### src/rtl/serial_tx_pkg.sv
// Shared definitions for the parametrised serial frame transmitter:
// state encoding, counter sizing and frame-length helper.
package serial_tx_pkg;

  localparam logic [2:0] S_IDLE   = 3'd0;
  localparam logic [2:0] S_START  = 3'd1;
  localparam logic [2:0] S_DATA   = 3'd2;
  localparam logic [2:0] S_PARITY = 3'd3;
  localparam logic [2:0] S_STOP   = 3'd4;

  typedef enum logic [2:0] {
    ST_IDLE   = S_IDLE,
    ST_START  = S_START,
    ST_DATA   = S_DATA,
    ST_PARITY = S_PARITY,
    ST_STOP   = S_STOP
  } tx_state_e;

  // Width of a counter that runs 0..n-1, never narrower than one bit.
  function automatic int unsigned cnt_width(input int unsigned n);
    if (n <= 32'd2) begin
      return 32'd1;
    end else begin
      return $clog2(n);
    end
  endfunction

  function automatic int unsigned frame_cycles(input int unsigned data_w,
                                               input int unsigned parity_en,
                                               input int unsigned stop_bits,
                                               input int unsigned clks_per_bit);
    return (32'd1 + data_w + parity_en + stop_bits) * clks_per_bit;
  endfunction

endpackage

### src/rtl/serial_tx_baud.sv
// Bit-period divider: bit_tick marks the last clock of each line bit.
// The counter is held at zero whenever run is low.
module serial_tx_baud
  import serial_tx_pkg::*;
#(
  parameter int unsigned CLKS_PER_BIT = 1
) (
  input  logic clk,
  input  logic rst,
  input  logic run,
  output logic bit_tick
);

  localparam int unsigned      CNT_W    = cnt_width(CLKS_PER_BIT);
  localparam logic [CNT_W-1:0] CNT_LAST = CNT_W'(CLKS_PER_BIT - 32'd1);
  localparam logic [CNT_W-1:0] CNT_ONE  = CNT_W'(32'd1);

  logic [CNT_W-1:0] cnt_r;

  // Divider counter, wraps on terminal count
  always_ff @(posedge clk) begin
    if (rst || !run) begin
      cnt_r <= '0;
    end else if (cnt_r == CNT_LAST) begin
      cnt_r <= '0;
    end else begin
      cnt_r <= cnt_r + CNT_ONE;
    end
  end

  assign bit_tick = run && (cnt_r == CNT_LAST);

endmodule

### src/rtl/serial_tx_param.sv
// Parametrised serial frame transmitter: valid/ready input, LSB-first data,
// optional parity, 1 or 2 stop bits, registered line output.
module serial_tx_param
  import serial_tx_pkg::*;
#(
  parameter int unsigned DATA_W       = 8,
  parameter int unsigned CLKS_PER_BIT = 1,
  parameter int unsigned PARITY_EN    = 0,
  parameter int unsigned PARITY_ODD   = 0,
  parameter int unsigned STOP_BITS    = 1,
  parameter logic        START_LEVEL  = 1'b1
) (
  input  logic              clk,
  input  logic              rst,
  input  logic              tx_valid,
  input  logic [DATA_W-1:0] tx_data,
  output logic              tx_ready,
  output logic              txd,
  output logic              busy,
  output logic              done
);

  localparam logic              IDLE_LEVEL = ~START_LEVEL;
  localparam logic              PAR_ODD    = (PARITY_ODD != 32'd0) ? 1'b1 : 1'b0;
  localparam int unsigned       BCNT_W     = cnt_width(DATA_W);
  localparam logic [BCNT_W-1:0] DATA_LAST  = BCNT_W'(DATA_W - 32'd1);
  localparam logic [BCNT_W-1:0] STOP_LAST  = BCNT_W'(STOP_BITS - 32'd1);
  localparam logic [BCNT_W-1:0] BCNT_ONE   = BCNT_W'(32'd1);

  function automatic logic calc_parity(input logic [DATA_W-1:0] d);
    return (^d) ^ PAR_ODD;
  endfunction

  tx_state_e         state_r, state_nxt_s;
  logic [BCNT_W-1:0] bit_cnt_r, bit_cnt_nxt_s;
  logic [DATA_W-1:0] shift_r, shift_nxt_s;
  logic              par_r, par_nxt_s;
  logic              txd_r, txd_nxt_s;
  logic              done_r, done_nxt_s;
  logic              run_s, bit_tick_s, accept_s;

  assign tx_ready = (state_r == ST_IDLE) && !rst;
  assign accept_s = tx_valid && tx_ready;
  assign run_s    = (state_r != ST_IDLE);
  assign busy     = run_s;
  assign txd      = txd_r;
  assign done     = done_r;

  serial_tx_baud #(
    .CLKS_PER_BIT(CLKS_PER_BIT)
  ) u_baud (
    .clk     (clk),
    .rst     (rst),
    .run     (run_s),
    .bit_tick(bit_tick_s)
  );

  // Next-state, counters and latched word
  always_comb begin
    state_nxt_s   = state_r;
    bit_cnt_nxt_s = bit_cnt_r;
    shift_nxt_s   = shift_r;
    par_nxt_s     = par_r;
    done_nxt_s    = 1'b0;
    case (state_r)
      ST_IDLE: begin
        if (accept_s) begin
          state_nxt_s   = ST_START;
          bit_cnt_nxt_s = '0;
          shift_nxt_s   = tx_data;
          par_nxt_s     = calc_parity(tx_data);
        end else begin
          state_nxt_s = ST_IDLE;
        end
      end
      ST_START: begin
        if (bit_tick_s) begin
          state_nxt_s   = ST_DATA;
          bit_cnt_nxt_s = '0;
        end else begin
          state_nxt_s = ST_START;
        end
      end
      ST_DATA: begin
        if (bit_tick_s) begin
          if (bit_cnt_r == DATA_LAST) begin
            bit_cnt_nxt_s = '0;
            if (PARITY_EN != 32'd0) begin
              state_nxt_s = ST_PARITY;
            end else begin
              state_nxt_s = ST_STOP;
            end
          end else begin
            bit_cnt_nxt_s = bit_cnt_r + BCNT_ONE;
            shift_nxt_s   = {1'b0, shift_r[DATA_W-1:1]};
          end
        end else begin
          state_nxt_s = ST_DATA;
        end
      end
      ST_PARITY: begin
        if (bit_tick_s) begin
          state_nxt_s   = ST_STOP;
          bit_cnt_nxt_s = '0;
        end else begin
          state_nxt_s = ST_PARITY;
        end
      end
      ST_STOP: begin
        if (bit_tick_s) begin
          if (bit_cnt_r == STOP_LAST) begin
            state_nxt_s   = ST_IDLE;
            bit_cnt_nxt_s = '0;
            done_nxt_s    = 1'b1;
          end else begin
            bit_cnt_nxt_s = bit_cnt_r + BCNT_ONE;
          end
        end else begin
          state_nxt_s = ST_STOP;
        end
      end
      default: begin
        state_nxt_s   = ST_IDLE;
        bit_cnt_nxt_s = '0;
      end
    endcase
  end

  // Line level is decoded from the next state so txd can be registered
  // without adding a cycle of latency.
  always_comb begin
    txd_nxt_s = IDLE_LEVEL;
    case (state_nxt_s)
      ST_START:  txd_nxt_s = START_LEVEL;
      ST_DATA:   txd_nxt_s = shift_nxt_s[0];
      ST_PARITY: txd_nxt_s = par_nxt_s;
      default:   txd_nxt_s = IDLE_LEVEL;
    endcase
  end

  // State and output registers
  always_ff @(posedge clk) begin
    if (rst) begin
      state_r   <= ST_IDLE;
      bit_cnt_r <= '0;
      shift_r   <= '0;
      par_r     <= 1'b0;
      txd_r     <= IDLE_LEVEL;
      done_r    <= 1'b0;
    end else begin
      state_r   <= state_nxt_s;
      bit_cnt_r <= bit_cnt_nxt_s;
      shift_r   <= shift_nxt_s;
      par_r     <= par_nxt_s;
      txd_r     <= txd_nxt_s;
      done_r    <= done_nxt_s;
    end
  end

endmodule

### config.mk
export PLATFORM = sky130hd
export DESIGN_NAME = serial_tx_param
export DESIGN_NICKNAME = d
export VERILOG_FILES = /design/src/rtl/serial_tx_pkg.sv /design/src/rtl/serial_tx_baud.sv /design/src/rtl/serial_tx_param.sv
export SDC_FILE = /design/constraint.sdc
export NUM_CORES = 1
export LEC_CHECK = 0
export ABC_AREA = 1
export CAP_MARGIN = 20
export CORE_UTILIZATION = 53
export DETAILED_ROUTE_END_ITERATION = 6
export PLACE_DENSITY = 0.85
export RECOVER_POWER = 50
export SLEW_MARGIN = 20
export SYNTH_ARGS = -nofsm -noshare
export SYNTH_HDL_FRONTEND = slang
export SYNTH_SLANG_ARGS = --single-unit
### constraint.sdc
create_clock -name clk -period 1.7 [get_ports clk]
set_input_delay 0.34 -clock clk [delete_from_list [all_inputs] [get_ports clk]]
set_output_delay 0.34 -clock clk [all_outputs]
set_load 0.005 [all_outputs]
==> qor.yml, run 1 <==
yosys:
  syn_inst: 166
  synth_top_flop_cell: "dfxtp_1"
  synth_edf_count: 0
  yosysSeqAreaShare_pct: 33.1
  synthArstFlopShare_pct: 0
  synth_cell_types: 25
  ys_seq_elements: 18
  yosys_warnings: 0
  synth_nets: 180
  synth_area_sq_mm: 0.00109
  synth_area_per_cell_sq_um: 6.56
min_path:
  holdCritPathClass: "flop to flop"
place:
  gp_congestion: 0.860
  port_buffers: 14
  hpwl_um: 1830
  dpl_cell_area_sq_mm: 0.00129
detailed_routing:
  dr.pass1.iters: 4
  drt_iter0_markers: 32
  avgRoutedWirePerCell_um: 10.9
  drc_errors: 0
  via_per_inst: 5.05
  wl_um: 2340
  antenna_left: 0
  num_vias: 1085
sta:
  rsz0062_at_grt: "no"
  finClkSkew_ns: 0.00216
  setup_viol: 0
  hold_viol_final: 0
  drv_slew: 0
  period_minus_slack_ns: 1.56
  finalCritPeriodShare_pct: 92.1
  fmax_mhz: 639
  setup_tns_ns: 0
floorplan:
  fp.dieW_um: 47.3
  num_io_pins: 15
  dieHeight_um: 47.3
  initial_core_util_pct: 56.1
  rows: 16
  core_sq_mm: 0.00194
  dieArea_sq_mm: 0.00224
setup_path:
  crit_path_cell_trace: "nor2_4 > nand2_4 > nor2_2 > dlygate4sd2_1"
  worst-path-max-fanout: 4
  worstPathRequired_ns: 1.36
  path_buf_inv: 1
  path_class: "flop to output pin"
  slowest_stage: "dfxtp_1"
  cp-start-kind: "flop"
  cp-end-kind: "output pin"
  path_delay_family: "flip-flops"
  worst_ep_arrival_time_ns: 1.22
  cp_slowest_stage_delay_ns: 0.35
final_layout:
  utilization_pct: 68.4
  fin_area_sq_mm: 0.00133
  drive_gt1_share_pct: 10.1
  finalNetCount: 204
  syn_to_final_growth_pct: 22.0
  mostFrequentLayoutCells: "55 x nand2_1, 28 x inv_1, 18 x dfxtp_1"
  layout_commonest_cell: "nand2_1"
  regArea_sq_um: 360
  multi_input_area_sq_um: 616
  num_antenna_cells: 0
  nFillCells: 186
cts:
  cts_tree: "yes"
  clk_latency_ns: 0.30
  cts_num_sinks: 18
  clockRootBuffer: "clkbuf_4"
  clk_pin_slew_worst_paths_ns: 0.09
  h-tree-depth: 1
  cts_buffer_depth: 2
  cts_hold_buf: 0
  cts_buffers: 3
global_route:
  grt_first_pass_wirelength_um: 3670
  grt_max_degree: 18
  antenna_found_initial: 0
  grt_pass1_vias: 907
  grt-busiest-layer: "met2"
  grtUsageMet3_pct: 6.92
  track_usage_pct: 23.5
  grt_util_met2_pct: 38.1
  grt-ovfl-total: 0
  met1_usage_pct: 29.5
power_and_ir_drop:
  irDropWorstVdd_mv: 0.565
  power_leakage_uw: 0.000619
  power.density_mw_per_mm2: 656
job:
  cap_violations: 0
outcome:
  status: "finished, final reports clean"
-- cell usage after synthesis, types with 2 or more instances --
master	instances	area [sq um]
nor2_4	2	22.5
nand2_2	2	12.5
nor2_2	2	12.5
inv_1	28	105
dfxtp_1	18	360
nor2_1	9	33.8
a21oi_1	13	65.1
nand4_1	3	18.8
a21boi_0	2	15.0
nand2_1	54	203
a2bb2oi_1	6	52.6
o21ai_0	5	25.0
nand3_1	8	40.0
ha_1	3	37.5
-- flip-flops by register name, indices dropped and copies added, names as in the netlist --
name,flops
state_r,3
done,1
u_baud.cnt_r,1
par_r,1
txd,1
bit_cnt_r,3
shift_r,8
-- final cells by class --
class | instances | share of cell area (%)
flip-flops and latches | 18 | 27.1
well taps | 27 | 2.54
repair buffers | 21 | 14.3
multi-input cells | 118 | 46.4
clock buffers | 3 | 1.70
inverters | 28 | 7.92
-- per-stage QoR --
stage,std cells,hold WS [ns],setup WS (ns),total power [uW]
finish,215,0.467,0.135,871
global route,215,0.495,0.0306,934
floorplan,166,0.440,0.229,594
detailed placement,211,0.454,-0.104,672
global placement,211,0.450,-0.109,664
CTS,215,0.469,0.138,880
-- worst min-delay path, stage by stage, from the launching register on --
cell,delay (ns)
dfxtp_1,0.32
nand2_1,0.06
a21oi_1,0.05
-- cells by family (layout without fill, tap and decap cells) --
| kind of cell | count (synthesis) | in the layout | share of synthesized area [%] |
|---|---|---|---|
| AOI/OAI and AO/OA | 29 | 29 | 16.4 |
| xor gates and xnor gates | 1 | 1 | 0.805 |
| adders and majority gates | 3 | 3 | 3.45 |
| buffers and inverters | 30 | 52 | 10.8 |
| DFF | 18 | 18 | 33.1 |
| other | 1 | 1 | 0.344 |
| and+or+nand+nor | 84 | 84 | 35.1 |
-- per-layer routing --
layer	routed length (um)	part of all wire (%)
met5	0	0
met2	1160	49
met4	50	2.1
met1	1010	43
met3	118	5.1
-- where the power goes --
group	switching (uW)	internal [uW]	leakage (uW)
logic	117	91.4	0.000458
registers	12.1	442	0.000147
clock network	126	82.7	0.0000138
total	255	616	0.000619
-- final timing paths --
kind | depth (start not counted) | endpoint | slack (ns) | startpoint
worst min-delay path | 2 | shift_r[5] | 0.47 | shift_r[5]
worst max register to register | 7 | shift_r[2] | 0.18 | bit_cnt_r[0]
worst max-delay path | 4 | tx_ready | 0.14 | state_r[0]
worst min register to register | 2 | shift_r[5] | 0.47 | shift_r[5]
-- repair_timing --
action / CTS / global route
setup buffers: 1 / 0
pin swaps: 1 / 0
setup endpoints to repair: 1 / 1
resized for setup: 4 / 1
cloned: 0 / 0
No activity file was read; power rests on OpenSTA's default activity.
==> inputs of run 2 (changes only) <==
--- a/config.mk
+++ b/config.mk
@@ -8,6 +8,7 @@
 export ABC_AREA = 1
 export CAP_MARGIN = 20
 export CORE_UTILIZATION = 53
+export CTS_CLUSTER_DIAMETER = 80
 export DETAILED_ROUTE_END_ITERATION = 6
 export PLACE_DENSITY = 0.85
 export RECOVER_POWER = 50
==> results of run 2 <==
No change in the layout: final DEF, timing and power equal those of run 1.
